===== config.mk =====
export PLATFORM = sky130hd
export DESIGN_NAME = agc_servo_loop
export DESIGN_NICKNAME = d
export VERILOG_FILES = /design/src/rtl/agc_servo_loop.sv
export SDC_FILE = /design/constraint.sdc
export NUM_CORES = 1
export LEC_CHECK = 0
export BUFFER_PORTS_ARGS = -buffer_cell sky130_fd_sc_hd__buf_2
export CELL_PAD_IN_SITES_DETAIL_PLACEMENT = 1
export CELL_PAD_IN_SITES_GLOBAL_PLACEMENT = 2
export CORE_MARGIN = 2
export CORE_UTILIZATION = 28
export DETAILED_ROUTE_END_ITERATION = 10
export PLACE_DENSITY_LB_ADDON = 0.1
export SYNTH_ARGS = -nofsm -noshare
export SYNTH_HDL_FRONTEND = slang
export SYNTH_SLANG_ARGS = --single-unit

===== constraint.sdc =====
create_clock -name aclk -period 9.2 [get_ports aclk]
set_input_delay 1.84 -clock aclk [delete_from_list [all_inputs] [get_ports aclk]]
set_output_delay 1.84 -clock aclk [all_outputs]
set_load 0.05 [all_outputs]

===== src/rtl/agc_servo_loop.sv =====
// agc_servo_loop: closed-loop AGC controller for NCHAN channels.
// Requests an accumulation period, then compares each channel's gt+lt
// threshold count with a target. It steps each channel's scale up or down
// with saturation and issues one load strobe that covers all channels.
// Optional feature macro: AGC_SERVO_OFFSET_EN adds a per-channel signed
// offset servo driven by the gt-lt balance.
module agc_servo_loop #(
    parameter int                 NCHAN      = 8,
    parameter int                 ACCBITS    = 21,
    parameter int                 SCALEBITS  = 17,
    parameter logic [SCALEBITS-1:0] SCALE_INIT = 17'h10000,
    parameter int                 TIMEOUT    = 65536
) (
    input  logic                         aclk,
    input  logic                         aresetn,
    input  logic                         run_i,
    input  logic                         accum_valid_i,
    input  logic [NCHAN*ACCBITS-1:0]     gt_accum_i,
    input  logic [NCHAN*ACCBITS-1:0]     lt_accum_i,
    input  logic [ACCBITS:0]             target_i,
    input  logic [ACCBITS-1:0]           deadband_i,
    input  logic [SCALEBITS-1:0]         step_i,
`ifdef AGC_SERVO_OFFSET_EN
    input  logic [15:0]                  offset_step_i,
    output logic [NCHAN*16-1:0]          offset_o,
`endif
    output logic                         tick_o,
    output logic [NCHAN*SCALEBITS-1:0]   scale_o,
    output logic                         scale_load_o,
    output logic                         busy_o,
    output logic [NCHAN-1:0]             sat_o,
    output logic                         timeout_o,
    output logic [15:0]                  iter_o
);

    localparam int CHW  = (NCHAN > 1) ? $clog2(NCHAN) : 1;
    localparam int TMRW = (TIMEOUT > 1) ? $clog2(TIMEOUT) : 1;
    localparam logic [CHW-1:0]  CH_LAST  = CHW'(NCHAN - 1);
    localparam logic [TMRW-1:0] TMR_LAST = TMRW'(TIMEOUT - 1);

    typedef enum logic [2:0] {
        S_IDLE,
        S_TICK,
        S_WAIT,
        S_EVAL,
        S_LOAD
    } state_t;

    state_t                 state_q;
    logic [CHW-1:0]         ch_q;
    logic [TMRW-1:0]        timer_q;
    logic [SCALEBITS-1:0]   scale_q [NCHAN];
    logic [NCHAN-1:0]       sat_q;
    logic                   timeout_q;
    logic [15:0]            iter_q;
    logic                   tick_q;
    logic                   load_q;
    logic                   busy_q;

    // Unpacked views of the flat accumulator buses (ch0 in the LSBs).
    logic [ACCBITS-1:0]     gt_arr [NCHAN];
    logic [ACCBITS-1:0]     lt_arr [NCHAN];

    genvar gi;
    generate
        for (gi = 0; gi < NCHAN; gi++) begin : g_chan
            assign gt_arr[gi] = gt_accum_i[gi*ACCBITS +: ACCBITS];
            assign lt_arr[gi] = lt_accum_i[gi*ACCBITS +: ACCBITS];
            assign scale_o[gi*SCALEBITS +: SCALEBITS] = scale_q[gi];
        end
    endgenerate

    logic [ACCBITS-1:0]        gt_sel;
    logic [ACCBITS-1:0]        lt_sel;
    logic [ACCBITS:0]          sum;
    logic signed [ACCBITS+1:0] err;
    logic signed [ACCBITS+1:0] db;
    logic [SCALEBITS:0]        scale_dn;
    logic [SCALEBITS:0]        scale_up;
    logic [SCALEBITS-1:0]      scale_d;
    logic                      scale_sat;

    // Error against target for the channel under evaluation, then the
    // saturating scale step. Borrow/carry in the extra MSB flags the clamp.
    always_comb begin
        gt_sel    = gt_arr[ch_q];
        lt_sel    = lt_arr[ch_q];
        sum       = {1'b0, gt_sel} + {1'b0, lt_sel};
        err       = $signed({1'b0, sum}) - $signed({1'b0, target_i});
        db        = $signed({2'b00, deadband_i});
        scale_dn  = {1'b0, scale_q[ch_q]} - {1'b0, step_i};
        scale_up  = {1'b0, scale_q[ch_q]} + {1'b0, step_i};
        scale_d   = scale_q[ch_q];
        scale_sat = 1'b0;
        if (err > db) begin
            if (scale_dn[SCALEBITS]) begin
                scale_d   = '0;
                scale_sat = 1'b1;
            end else begin
                scale_d   = scale_dn[SCALEBITS-1:0];
            end
        end else if (err < -db) begin
            if (scale_up[SCALEBITS]) begin
                scale_d   = '1;
                scale_sat = 1'b1;
            end else begin
                scale_d   = scale_up[SCALEBITS-1:0];
            end
        end
    end

`ifdef AGC_SERVO_OFFSET_EN
    logic signed [15:0]        offset_q [NCHAN];
    logic signed [ACCBITS+1:0] bal;
    logic signed [17:0]        off_cur;
    logic signed [17:0]        off_stp;
    logic signed [17:0]        off_dn;
    logic signed [17:0]        off_up;
    logic signed [15:0]        offset_d;
    logic                      offset_sat;

    generate
        for (gi = 0; gi < NCHAN; gi++) begin : g_off
            assign offset_o[gi*16 +: 16] = offset_q[gi];
        end
    endgenerate

    // Offset servo: positive balance (more gt than lt) pulls the offset down.
    always_comb begin
        bal        = $signed({2'b00, gt_sel}) - $signed({2'b00, lt_sel});
        off_cur    = {{2{offset_q[ch_q][15]}}, offset_q[ch_q]};
        off_stp    = $signed({2'b00, offset_step_i});
        off_dn     = off_cur - off_stp;
        off_up     = off_cur + off_stp;
        offset_d   = offset_q[ch_q];
        offset_sat = 1'b0;
        if (bal > db) begin
            if (off_dn < -18'sd32768) begin
                offset_d   = 16'sh8000;
                offset_sat = 1'b1;
            end else begin
                offset_d   = off_dn[15:0];
            end
        end else if (bal < -db) begin
            if (off_up > 18'sd32767) begin
                offset_d   = 16'sh7FFF;
                offset_sat = 1'b1;
            end else begin
                offset_d   = off_up[15:0];
            end
        end
    end

    // Offset registers update alongside the scale for the same channel.
    always_ff @(posedge aclk or negedge aresetn) begin
        if (!aresetn) begin
            for (int i = 0; i < NCHAN; i++) offset_q[i] <= '0;
        end else if (state_q == S_EVAL) begin
            offset_q[ch_q] <= offset_d;
        end
    end
`else
    logic offset_sat;
    assign offset_sat = 1'b0;
`endif

    // Servo sequencer: tick, wait for accumulators, evaluate channels, load.
    always_ff @(posedge aclk or negedge aresetn) begin
        if (!aresetn) begin
            state_q   <= S_IDLE;
            ch_q      <= '0;
            timer_q   <= '0;
            for (int i = 0; i < NCHAN; i++) scale_q[i] <= SCALE_INIT;
            sat_q     <= '0;
            timeout_q <= 1'b0;
            iter_q    <= '0;
            tick_q    <= 1'b0;
            load_q    <= 1'b0;
            busy_q    <= 1'b0;
        end else begin
            tick_q <= 1'b0;
            load_q <= 1'b0;
            case (state_q)
                S_IDLE: begin
                    if (run_i) begin
                        state_q   <= S_TICK;
                        tick_q    <= 1'b1;
                        busy_q    <= 1'b1;
                        sat_q     <= '0;
                        timeout_q <= 1'b0;
                    end
                end
                S_TICK: begin
                    state_q <= S_WAIT;
                    timer_q <= '0;
                end
                S_WAIT: begin
                    if (accum_valid_i) begin
                        state_q <= S_EVAL;
                        ch_q    <= '0;
                    end else if (timer_q == TMR_LAST) begin
                        state_q   <= S_IDLE;
                        timeout_q <= 1'b1;
                        busy_q    <= 1'b0;
                    end else begin
                        timer_q <= timer_q + TMRW'(1);
                    end
                end
                S_EVAL: begin
                    scale_q[ch_q] <= scale_d;
                    if (scale_sat || offset_sat) sat_q[ch_q] <= 1'b1;
                    if (ch_q == CH_LAST) begin
                        state_q <= S_LOAD;
                        load_q  <= 1'b1;
                        // Count moves with the load strobe so both are seen together.
                        iter_q  <= iter_q + 16'd1;
                    end else begin
                        ch_q <= ch_q + CHW'(1);
                    end
                end
                S_LOAD: begin
                    if (run_i) begin
                        state_q   <= S_TICK;
                        tick_q    <= 1'b1;
                        sat_q     <= '0;
                        timeout_q <= 1'b0;
                    end else begin
                        state_q <= S_IDLE;
                        busy_q  <= 1'b0;
                    end
                end
                default: begin
                    state_q <= S_IDLE;
                    busy_q  <= 1'b0;
                end
            endcase
        end
    end

    assign tick_o       = tick_q;
    assign scale_load_o = load_q;
    assign busy_o       = busy_q;
    assign sat_o        = sat_q;
    assign timeout_o    = timeout_q;
    assign iter_o       = iter_q;

endmodule


; Word-level counts from Yosys, hierarchy flattened
; Index checks and enable logic that the tools add are counted.
; Widths: inputs -> output; s select.
[classes]
bitwise_logic = 3
mul = 0
n_eq_ne = 17
n_shift = 0
reduce_logical = 16
div_mod_pow = 0
n_lt_le_gt_ge = 6
mux = 50
addsub = 8
[ops]
columns = op, n
row1 = $bwmux 136, 1
row2 = $bmux 21 s3, 2
row3 = $mux 17, 7
row4 = $mux 21, 4
row5 = $bmux 17 s3, 1
row6 = $demux 17 s3, 1
row7 = $add 16x1->16 const B, 2
row8 = $mux 16, 2
row9 = $pmux 16 s2, 1
row10 = $gt 23x22->1, 1
row11 = $lt 23x23->1, 1
row12 = $neg 21->23, 1
row13 = $sub 22x22->23, 1
row14 = $add 21x21->22, 1
row15 = $add 17x17->18, 1
row16 = $mux 3, 6
row17 = $ne 2x2->1 const B, 9
row18 = $sub 17x17->18, 1
row19 = $mux 1, 17
row20 = $eq 16x16->1 const B, 1
row21 = $mux 8, 2
row22 = $pmux 8 s2, 1
row23 = $pmux 3 s5, 1
row24 = $reduce_and 3->1, 4
row25 = other kinds (24), 31
[totals]
reg_bits = 186
mem_bits_rw = 0
inputBits = 400
wordCells = 117
mem_count = 0
latch_bits = 0
rom_bits = 0

; Depth between registers and ports, before layout
[logic_depth]
depth_word = 11
ltp_mapped = 33
depth_no_buf = 27

; Worst setup path after synthesis
; No wires, ideal clock.
[synth_path]
path_type = in2reg
startpoint = input gt_accum_i[85]
endpoint = register scale_q (netlist bit scale_o[106])
stages = 23
path_slack_ns = 2.205
path_buffers = 1
arrival_time_ns = 6.860
t_required_ns = 9.065
path_cell_list = a22o_1 > a221oi_1 > and3_1 > fa_1 > inv_1 > ha_1 > a21o_1 > a311o_1 > o21ai_0 > xnor2_1 > ha_1 > a22o_1 > nor4_1 > o21ai_0 > maj3_1 > a211oi_1 > o311a_1 > o32ai_2 > or2_1 > buf_4 > o311a_1 > a211oi_4 > o21ai_0
[synth_via]
elab_chain_cells = 9
[synth_lines]
columns = element, line_no
row1 = from (decl), 18  ; input logic [NCHAN*ACCBITS-1:0] gt_accum_i,
row2 = $bmux 21 s3 (*), 86  ; gt_sel = gt_arr[ch_q];
row3 = $mux 21 (not written as such) (*) (2 in series), 86
row4 = $add 21x21->22 (*), 88  ; sum = {1'b0, gt_sel} + {1'b0, lt_sel};
row5 = $sub 22x22->23 (*), 89  ; err = $signed({1'b0, sum}) - $signed({1'b0, target_i});
row6 = $lt 23x23->1, 102  ; end else if (err < -db) begin
row7 = $mux 17, 102
row8 = $mux 17 (*), 95  ; if (err > db) begin
row9 = $bwmux 136 (*), 210  ; scale_q[ch_q] <= scale_d;
row10 = "to (signal, indexed assignment)", 210
row11 = to (decl), 52  ; logic [SCALEBITS-1:0] scale_q [NCHAN];
; Every way passes the cells marked *; elsewhere a longest branch is shown, timed or not. The select of a mux whose other input is x is not followed.
; A chain may end at the register's enable or synchronous reset.

; Final worst setup path
[layout_path]
startpoint = register ch_q[1]
endpoint = register scale_q (netlist bit scale_o[64])
[layout_via]
elab_chain_cells = 10
[layout_lines]
columns = element, line_no
row1 = from (decl), 50  ; logic [CHW-1:0] ch_q;
row2 = from (signal assigned), 218  ; ch_q <= ch_q + CHW'(1);
row3 = $not 3->4 (not written as such) (*), -
row4 = "$bmux 21 s3, on equally long branches", "86, 87"
row5 = "$mux 21, on equally long branches (2 in series)", "86, 87"
row6 = $add 21x21->22, 88
row7 = $sub 22x22->23, 89
row8 = $lt 23x23->1, 102
row9 = $mux 17, 102
row10 = $mux 17, 95
row11 = $bwmux 136 (*), 210
; Marked as above.

==> qor.csv <==
metric,value,unit
fin_nets,2792,
coreArea,0.05266,mm²
wl,79.16,mm
worst_pin_slew,1.084,ns
grt_start_max_net_pins,73,
cts-hold-fix-buffers,0,
finalNonFillerCells,2997,
final.min_clock_period,7.878,ns
cell_type_with_the_highest_aggregate_area_in_the_netlist,dfrtp_1,
critical_path.startpoint_type,flop,
slew_violations,0,
clock_path_buffers,2,
critical_path_peak_fanout,32,
post_cts_buffers,0,
gpl.final_weighted_congestion,0.9620,
routed_wire_length_per_instance,26.41,µm
count_of_yosys_warnings_during_synthesis,0,
post_synth_most_frequent_cells,"nand2_1 (229), dfrtp_1 (178), o21ai_0 (157)",
drc,0,
global_route.overflow_total,0,
dr_total_vias,16150,
timing_worst_setup_path_type,reg -> reg,
yosys.cell_count.top_type,nand2_1,
post_cts_resized,0,
synth_seq_area_share,31.27,%
detail_route.first_pass.iterations,5,
tns,0,ns
synth-seq-cells,186,
antenna_found_initial,30,
cts_made_buffers,17,
hold_class,reg -> reg,
rows,84,
syn2layout_area_growth,28.21,%
seq_area,0.004664,mm²
net_count_after_synthesis,2284,
dp.final_hpwl,64.52,mm
cts.htree.levels,4,
syn-cell-area,0.01492,mm²
cts.root.buffer_cell,clkbuf_16,
tritoncts_num_sinks,186,
critPathSlowestCell,and3b_2,
fillerInstances,6390,
post_synth_main_area_contributors,"dfrtp_1 (30%), a22oi_1 (7.6%), ha_1 (7.5%), nand2_1 (5.8%), o21ai_0 (5.3%)",
drtAntennaViolNets,0,
final_layout_size_suffix_gt1_share,30.22,%
rsz0062_at_grt,no,
max_cap_viol_count,0,
fp.dieH,234.8,µm
yosysTopAreaCellShare,29.86,%
layout_setup_ws,1.322,ns
synthArstFlopShare,100.0,%
via_count_of_the_first_global_routing_pass,17150,
worstSetupEndpointType,flop,
worst_hold_startpoint,sat_o[5],
syn-instance-count,1772,
clock_latency,0.46,ns
drt-initial-drc-count,760,
crit_arrival,8.18,ns
num_io_pins,564,
worst_clock_skew,0.01867,ns
synth_edf_count,0,
timing.critical_path.max_delay_family,compound AO/OA/AOI/OAI gates,
outcome,finished clean,
synth.avg_cell_area,8.418,µm²
utilization,36.32,%
wire_length_of_the_first_global_routing_pass,116.1,mm
placedCellCount,2949,
area_of_combinational_cells_with_multiple_inputs,0.009495,mm²
port-buffer-count,563,
cpPeakStageDelay,0.79,ns
r2r-start,ch_q[1],
dp_worst_setup_slack,0.8409,ns
design.die.area,0.05514,mm²
synth_cell_types,87,
avgViaCountPerCell,5.389,
worst_setup_hold_path_clk_slew,0.08,ns
setup_viol,0,
floorplan.die.width,234.8,µm
cp_data_required_time,9.51,ns
timing.max_slew.rel_slack,27.70,%
max_freq,0.1269,GHz
worst-path-buf-inv,2,
clock_tree_from_tritoncts,yes,
groute.usage.overall,28.01,%
timing.final.crit_share,85.63,%
startpoint,ch_q[1],
timing_hold_violations_final,0,
dominantRegCellSynth,dfrtp_1,
start_util,28.33,%
## placed cells by master (no fill, tap or decap), types with 7 or more instances in the layout
cell	netlist	layout
nor2_1	90	88
a211oi_1	8	8
o21ai_1	24	23
ha_1	89	89
o21ai_0	157	157
nand4_1	33	33
dfstp_2	8	8
or3_1	8	8
nand2_1	229	224
nand2b_1	25	25
buf_4	2	31
inv_1	109	109
xnor2_1	54	54
diode_2	0	16
buf_2	3	562
clkbuf_16	0	17
nor3_1	25	24
and3_1	57	56
a21oi_1	58	58
o31ai_1	7	7
a22o_1	43	43
dfrtp_1	178	178
a21o_1	17	17
nor2b_1	16	16
a221oi_1	42	42
o21a_1	17	17
xor2_1	29	29
a22oi_1	152	152
or2_2	8	8
and2_1	11	11
o211ai_1	12	12
a31oi_1	9	9
fa_1	23	23
nand3_1	21	21
## path summary, 6_finish.rpt
| check | slack, ns | to | cells after the start |
|---|---|---|---|
| setup / recovery | 1.32 | scale_o[64] | 26 |
| hold / removal | 0.48 | sat_o[5] | 2 |
| setup reg to reg | 1.32 | scale_o[64] | 26 |
| hold reg to reg | 0.48 | sat_o[5] | 2 |
| max in group asynchronous | 6.54 | scale_o[127] | 2 |
| min in group asynchronous | 1.31 | iter_o[8] | 1 |
## cell families after synthesis
logic type	share of synthesized area, %
compound gates	28.23
simple gates	18.12
buf+inv	5.511
flops	31.27
mux	0.7801
fa+ha+maj	10.89
xor+xnor	5.200
## tightest hold or removal path: cells and delay by family, from the launching register on
family	cells	cell delay, ns
AO/OA/AOI/OAI	1	0.06
AND/OR/NAND/NOR	1	0.04
flip-flops	1	0.34
## final cells by class
cell class	count	area share, %
repair buffers	594	15.98
multi-input cells	1372	49.65
well taps	688	4.501
flip-flops and latches	186	24.39
clock inverters	14	0.8309
clock buffers	18	2.296
diodes	16	0.2094
inverters	109	2.139
## metrics by stage
| step | hold slack (ns) | cell area (µm²) |
|---|---|---|
| 2_1_floorplan | 0.4604 | 14920 |
| 3_3_place_gp | 0.4557 | 18490 |
| 3_5_place_dp | 0.4690 | 18490 |
| 4_1_cts | 0.4823 | 19080 |
| 5_1_grt | 0.5076 | 19110 |
| 6_report | 0.4775 | 19120 |
## per-layer routing
layer / wire (µm) / up-vias / share of wire, % / GRT usage [%]
met5: 87 / - / 0.11 / 0
met1: 29220 / 8014 / 37 / 29.84
li1: - / 7496 / - / -
met2: 43730 / 519 / 55 / 54.92
met4: 2533 / 12 / 3.2 / 9.283
met3: 3589 / 111 / 4.5 / 4.875
## state kept, by name, summed over array words and instances (netlist names)
name,flops
scale_o,136
iter_o,16
timer_q,16
sat_o,8
ch_q,3
state_q,3
busy_o,1
scale_load_o,1
tick_o,1
timeout_o,1
Power is not shown: default switching activity piles up to over one toggle a cycle in this logic, so the estimate is an artifact.
